### config.mk
export PLATFORM = sky130hd
export DESIGN_NAME = btn_conditioner
export DESIGN_NICKNAME = d
export VERILOG_FILES = /design/src/rtl/btn_conditioner.sv
export SDC_FILE = /design/constraint.sdc
export NUM_CORES = 1
export LEC_CHECK = 0
export CAP_MARGIN = 20
export CORE_MARGIN = 5
export CORE_UTILIZATION = 38
export CTS_CLUSTER_DIAMETER = 80
export DETAILED_ROUTE_END_ITERATION = 12
export HOLD_SLACK_MARGIN = 0.05
export SYNTH_ARGS = -nofsm -noshare
export SYNTH_HDL_FRONTEND = slang
export SYNTH_SLANG_ARGS = --single-unit
### constraint.sdc
create_clock -name clk -period 3 [get_ports clk]
set_input_delay 0.6 -clock clk [delete_from_list [all_inputs] [get_ports clk]]
set_output_delay 0.6 -clock clk [all_outputs]
set_load 0.03 [all_outputs]
### src/rtl/btn_conditioner.sv
// N-channel pushbutton front end: 2-flop synchroniser, stable-time debouncer and a
// per-channel IDLE/PRESSED/REPEATING machine producing clean level, press/release
// pulses and optional hold-to-auto-repeat pulses. All outputs are registered.
module btn_conditioner #(
  parameter int unsigned      N_BTN         = 5,
  parameter int unsigned      STABLE_CYCLES = 6_500_000,
  parameter int unsigned      HOLD_CYCLES   = 50_000_000,
  parameter int unsigned      REPEAT_CYCLES = 10_000_000,
  parameter logic [N_BTN-1:0] REPEAT_MASK   = 5'b11000
) (
  input  logic             clk,
  input  logic             rst,
  input  logic [N_BTN-1:0] btn_in,
  output logic [N_BTN-1:0] btn_level,
  output logic [N_BTN-1:0] btn_press,
  output logic [N_BTN-1:0] btn_release,
  output logic [N_BTN-1:0] btn_long
);

  localparam int unsigned StableW = $clog2(STABLE_CYCLES + 1);
  localparam int unsigned HoldW   = $clog2(HOLD_CYCLES + 1);
  localparam int unsigned RepW    = $clog2(REPEAT_CYCLES + 1);

  localparam logic [StableW-1:0] StableLast = StableW'(STABLE_CYCLES - 1);
  localparam logic [HoldW-1:0]   HoldLast   = HoldW'(HOLD_CYCLES - 1);
  localparam logic [RepW-1:0]    RepLast    = RepW'(REPEAT_CYCLES - 1);

  typedef enum logic [1:0] {
    StIdle,
    StPressed,
    StRepeating
  } state_e;

  for (genvar i = 0; i < N_BTN; i++) begin : g_ch
    localparam bit RepEn = REPEAT_MASK[i];

    logic [1:0]         sync_q;
    logic [StableW-1:0] deb_cnt_q, deb_cnt_d;
    logic               deb_q, deb_d;
    state_e             state_q, state_d;
    logic [HoldW-1:0]   hold_q, hold_d;
    logic [RepW-1:0]    rep_q, rep_d;
    logic               press_d, release_d, long_d;
    logic               level_q, press_q, release_q, long_q;

    // Two-flop synchroniser; sync_q[1] is the synced button value.
    always_ff @(posedge clk) begin
      if (!rst) begin
        sync_q <= '0;
      end else begin
        sync_q <= {sync_q[0], btn_in[i]};
      end
    end

    // Debounce: count consecutive mismatching cycles, accept the new level once stable.
    always_comb begin
      deb_cnt_d = deb_cnt_q;
      deb_d     = deb_q;
      if (sync_q[1] == deb_q) begin
        deb_cnt_d = '0;
      end else if (deb_cnt_q == StableLast) begin
        deb_d     = sync_q[1];
        deb_cnt_d = '0;
      end else begin
        deb_cnt_d = deb_cnt_q + 1'b1;
      end
    end

    // Debounce state.
    always_ff @(posedge clk) begin
      if (!rst) begin
        deb_cnt_q <= '0;
        deb_q     <= 1'b0;
      end else begin
        deb_cnt_q <= deb_cnt_d;
        deb_q     <= deb_d;
      end
    end

    // FSM state register with hold and repeat counters.
    always_ff @(posedge clk) begin
      if (!rst) begin
        state_q <= StIdle;
        hold_q  <= '0;
        rep_q   <= '0;
      end else begin
        state_q <= state_d;
        hold_q  <= hold_d;
        rep_q   <= rep_d;
      end
    end

    // FSM next state; counters clear on every state change and every repeat pulse.
    always_comb begin
      state_d = state_q;
      hold_d  = hold_q;
      rep_d   = rep_q;
      unique case (state_q)
        StIdle: begin
          hold_d = '0;
          rep_d  = '0;
          if (deb_q) begin
            state_d = StPressed;
          end
        end
        StPressed: begin
          if (!deb_q) begin
            state_d = StIdle;
            hold_d  = '0;
          end else if (RepEn) begin
            if (hold_q == HoldLast) begin
              state_d = StRepeating;
              hold_d  = '0;
              rep_d   = '0;
            end else begin
              hold_d = hold_q + 1'b1;
            end
          end
        end
        StRepeating: begin
          if (!deb_q) begin
            state_d = StIdle;
            rep_d   = '0;
          end else if (rep_q == RepLast) begin
            rep_d = '0;
          end else begin
            rep_d = rep_q + 1'b1;
          end
        end
        default: state_d = StIdle;
      endcase
    end

    // FSM outputs; a release takes priority over a coincident due repeat.
    always_comb begin
      press_d   = 1'b0;
      release_d = 1'b0;
      unique case (state_q)
        StIdle: press_d = deb_q;
        StPressed: begin
          if (!deb_q) begin
            release_d = 1'b1;
          end else if (RepEn && (hold_q == HoldLast)) begin
            press_d = 1'b1;
          end
        end
        StRepeating: begin
          if (!deb_q) begin
            release_d = 1'b1;
          end else if (rep_q == RepLast) begin
            press_d = 1'b1;
          end
        end
        default: ;
      endcase
      long_d = (state_d == StRepeating);
    end

    // Output registers.
    always_ff @(posedge clk) begin
      if (!rst) begin
        level_q   <= 1'b0;
        press_q   <= 1'b0;
        release_q <= 1'b0;
        long_q    <= 1'b0;
      end else begin
        level_q   <= deb_q;
        press_q   <= press_d;
        release_q <= release_d;
        long_q    <= long_d;
      end
    end

    assign btn_level[i]   = level_q;
    assign btn_press[i]   = press_q;
    assign btn_release[i] = release_q;
    assign btn_long[i]    = long_q;
  end

endmodule

; ---- Word-level counts from Yosys, hierarchy flattened
; Cells that the tools add are included.
[totals]
reg_bits = 332
[classes]
addsub = 12
eq_ne = 36
muxes = 68
bitwise_logic = 6
reduce_logical = 34
[op_table]
columns = operator, count
row1 = two-way mux 24 bit, 14
row2 = case mux 24 bit (2 select lines), 3
row3 = case mux 24 bit (3 select lines), 2
row4 = adder 24 x 1 -> 24 bit (second input constant), 5
row5 = equality test 24 bit (second input constant), 5
row6 = adder 23 x 1 -> 23 bit (second input constant), 5
row7 = equality test 23 bit (second input constant), 5
row8 = two-way mux 26 bit, 4
row9 = case mux 26 bit (2 select lines), 2
row10 = adder 26 x 1 -> 26 bit (second input constant), 2
row11 = equality test 26 bit (second input constant), 2
row12 = two-way mux 2 bit, 14
row13 = equality test 2 bit (second input constant), 10
row14 = AND reduction 2 bit, 10
row15 = two-way mux 1 bit, 19
row16 = OR reduction 3 bit, 5
row17 = case mux 2 bit (2 select lines), 3
row18 = case mux 2 bit (3 select lines), 2
row19 = equality test 2 x 1 -> 1 bit (second input constant), 5
row20 = zero test 2 bit, 5
row21 = nonzero test 2 bit, 5
row22 = OR reduction 2 bit, 5
row23 = != test 2 bit (second input constant), 4
row24 = NOT 1 bit, 6
row25 = 5 further kinds, 14

; ---- Depth between registers and ports, before layout
[logic_depth]
word_depth = 5
ltp_mapped = 9
mapped_depth_nobuf = 8

; ---- Worst setup path before layout
; Ideal clock, no wire load.
[synth_timing]
path_type = flip-flop to flip-flop
startpoint = register g_ch[3].state_q[1]
endpoint = register g_ch[3].hold_q[25]
setup_time_ns = 0.128
arrival_ns = 2.192
required_time_ns = 2.872
slack_ns = 0.681
stages_incl_launch_ff = 10
path_buffers = 1
period_less_slack_ns = 2.319
cell_sequence = dfxtp_1 > inv_1 > ha_1 > clkbuf_1 > o2111ai_1 > nor3_1 > nor4bb_1 > and3_1 > xnor2_1 > nor2_1
[synth_between]
elab_chain_len = 2
elab_cells_between_ends = 4
cone_classes = eq/ne (1) / mux (1) / reduce/logical (2)
[synth_lines]
columns = item, line
row1 = start: declaration, 40  ; state_e state_q, state_d;
row2 = start signal: assignment, 83  ; state_q <= StIdle;
row3 = start signal: assignment, 87  ; state_q <= state_d;
row4 = equality test 2 x 1 -> 1 bit or zero test 2 bit (tied branches), 98  ; unique case (state_q)
row5 = case mux 26 bit (2 select lines) or nonzero test 2 bit (tied branches), n/a
row6 = end signal: assignment, 88  ; hold_q <= hold_d;
row7 = end: declaration, 41  ; logic [HoldW-1:0] hold_q, hold_d;
; Parallel ways exist; a longest one is shown, timed or not.
; A chain may end at the register's enable or synchronous reset.

; ---- Worst setup path after layout
[layout_timing]
startpoint = register g_ch[4].hold_q[0]
endpoint = register g_ch[4].rep_q[10]
[layout_between]
elab_chain_len = 3
[layout_lines]
columns = item, line
row1 = start: declaration, 41
row2 = start signal: assignment, 88
row3 = equality test 26 bit, 111  ; if (hold_q == HoldLast) begin
row4 = != test 2 bit (no source line), n/a
row5 = AND reduction 3 bit (no source line), n/a
row6 = end signal: assignment, 89  ; rep_q <= rep_d;
row7 = end: declaration, 42  ; logic [RepW-1:0] rep_q, rep_d;
; Every way passes these cells.

==> results.toml <==
[grt]
grt_usage_pct = 13.60
antenna_found_initial = 0
grt_first_pass_wirelength_um = 53590
grt_max_degree = 88
overflow = 0
grt_pass1_vias = 11751

[yosys]
ys_seq_area_share_pct = 42.66
syn_inst = 1823
syn-num-nets = 1859
ys_seq_elements = 332
syn_avg_cell_area_um2 = 8.547
ys_async_sr_fraction_pct = 0
synth_edf_count = 0
yosysUniqueCellTypes = 76
ys.flop_type = "dfxtp_1"
synth_area_mm2 = 0.01558
ys_warn_count = 0

[placement]
hpwl_um = 20800
portBuffers = 26
place.gp.congestion = 0.8118
dpl_worst_slack_ns = 0.3850
dp.cells = 2330

[clocking]
clock_sinks = 332
clockBufferDepth = 3
clk_latency_ns = 0.54
cts_tree = "done"
ctsHoldBuffers = 0
cts_resized = 0
post_cts_buffers = 0
clk_pin_slew_ns = 0.06
numCtsBuffers = 38
h-tree-depth = 2
cts-root-buf = "clkbuf_16"

[drt]
drc_errors = 0
drt-initial-drc-count = 546
num_vias = 12251
first_pass_iters = 5
drt_wl_total_um = 30760
wl_per_cell_um = 12.84
drtAntennaViolNets = 0
routed_via_density = 5.115

[die]
io-pin-count = 27
fp-row-count = 74
initial_core_util_pct = 38.25
fp.dieH_um = 212.5
die-area_mm2 = 0.04515
core-area_mm2 = 0.04074
die_w_um = 212.5

[layout]
n_antenna_cell = 0
fillers = 4033
multi_input_area_mm2 = 0.008437
final-seq-area_mm2 = 0.006646
drive_gt1_share_pct = 6.602
nets = 1874
synthToLayoutAreaGrowth_pct = 13.55
finalNonFillerCells = 2395

[setup_path]
crit_arrival_ns = 3.10
startpoint_type = "flip-flop"
worst_ep_required_time_ns = 3.48
worstSetupEndpointType = "flip-flop"
critPathKind = "flip-flop to flip-flop"
critical_path.max_fanout = 11

[timing]
period_share_pct = 87.14
period_needed_ns = 2.614
finalSetupTns_ns = 0
drv_slew = 0
rsz0062_at_grt = "no"
max_freq_mhz = 382.5
hold_viol = 0
fin_ws_ns = 0.3859
finalSetupViolations = 0
skew_ns = 0.01080
worst_pin_slew_ns = 0.7446
relSlewSlack_pct = 49.90

[power]
ir_worst_vdd_v = 0.0002953
p_leak_nw = 5.772
powerDensity_mw_per_mm2 = 534.6

[min_path]
min_path_type = "flip-flop to flip-flop"

[job]
cap_violations = 0

[status]
status = "complete, no violations"
[logic make-up after synthesis]
| family | synth area share [%] |
|---|---|
| xor+xnor | 12.03 |
| flops | 42.66 |
| compound gates | 8.649 |
| fa+ha+maj | 2.329 |
| buf+inv | 3.244 |
| mux | 0.6424 |
| simple gates | 30.45 |
[layout by cell type, fill, tap and decap left out, types with 35 or more instances in the layout]
master / count
and3_1: 52
inv_1: 35
clkbuf_16: 41
nand3_1: 121
nor2_1: 308
nand2_1: 150
nand4_1: 62
dfxtp_1: 332
nor3_1: 36
o21ai_0: 49
xnor2_1: 81
xor2_1: 133
[metal layers]
metal  wire length, µm  part of all wire, %  GRT usage [%]  up-vias
met5                 0                    0              0        -
met4               606                  2.0          4.017        0
met3              1049                  3.4          2.907       55
met2             14020                   46          22.56      123
met1             15090                   49          17.93     5723
li1                  -                    -              -     6350
[through the flow]
| stage | utilization (%) | power [W] | hold slack, ns | instance area, µm² |
|---|---|---|---|---|
| CTS | 43.43 | 0.009646 | 0.4085 | 17690 |
| global placement | 40.09 | 0.004587 | 0.4157 | 16330 |
| detailed placement | 40.09 | 0.004588 | 0.4217 | 16330 |
| global route | 43.43 | 0.009816 | 0.4329 | 17690 |
| floorplan | - | 0.004561 | 0.4119 | 15580 |
| finish | 43.43 | 0.009459 | 0.4316 | 17690 |
[flip-flops by register name (all words and copies together) (netlist names)]
name	count
g_ch.sync_q	10
g_ch.long_q	5
g_ch.deb_q	5
g_ch.hold_q	52
g_ch.level_q	5
g_ch.rep_q	120
g_ch.release_q	5
g_ch.deb_cnt_q	115
g_ch.press_q	5
g_ch.state_q	10
[synth_stat cells, types with 9 or more instances]
master    number  area, µm²
a21boi_0       9      67.56
a21oi_1       26      130.1
a31oi_1       16      100.1
and2_1        32      200.2
and3_1        52      325.3
and4_1        17      148.9
buf_4         21      157.7
clkbuf_1      46      172.7
dfxtp_1      332       6646
ha_1          29      362.9
inv_1         35      131.4
mux2i_1       10      100.1
nand2_1      150      563.0
nand2b_1      15      93.84
nand3_1      121      605.6
nand4_1       62      387.9
nor2_1       308       1156
nor2b_1       22      137.6
nor3_1        36      180.2
nor4_1        28      175.2
nor4b_1       17      148.9
o211ai_1      11      82.58
o211ai_2       9      112.6
o21ai_0       50      250.2
o31ai_1       16      120.1
or3_1         21      131.4
xnor2_1       81      709.4
xor2_1       133       1165
[path summary, 6_finish.rpt]
kind                          start                 to  slack [ns]  cells after the start
setup / recovery  g_ch[4].hold_q[0]  g_ch[4].rep_q[10]        0.39                      7
hold / removal    g_ch[2].sync_q[0]  g_ch[2].sync_q[1]        0.43                      1
setup reg to reg  g_ch[4].hold_q[0]  g_ch[4].rep_q[10]        0.39                      7
hold reg to reg   g_ch[2].sync_q[0]  g_ch[2].sync_q[1]        0.43                      1
[cell type report]
type / count / area share [%]
timing repair buffer: 50 / 2.546
multi-input combinational: 1381 / 47.69
sequential: 332 / 37.57
clock buffer: 57 / 6.761
clock inverter: 8 / 0.9335
inverter: 35 / 0.7426
tap: 532 / 3.762
[critical path, stage by stage (launching register included)]
cell and delay, ns:
dfxtp_1 0.37, ha_1 0.23, nand4_1 0.20, or4_4 0.58, or2_1 0.25, o22a_1 0.42
nor4_2 0.33, o21a_1 0.16
[power by group]
group	internal, W	switching (W)	leakage [nW]
logic	0.0000250	0.0000427	2.42
clock network	0.00317	0.00180	0.673
registers	0.00442	0.00000468	2.68
total	0.00761	0.00185	5.77
(Power assumes the default switching activity.)
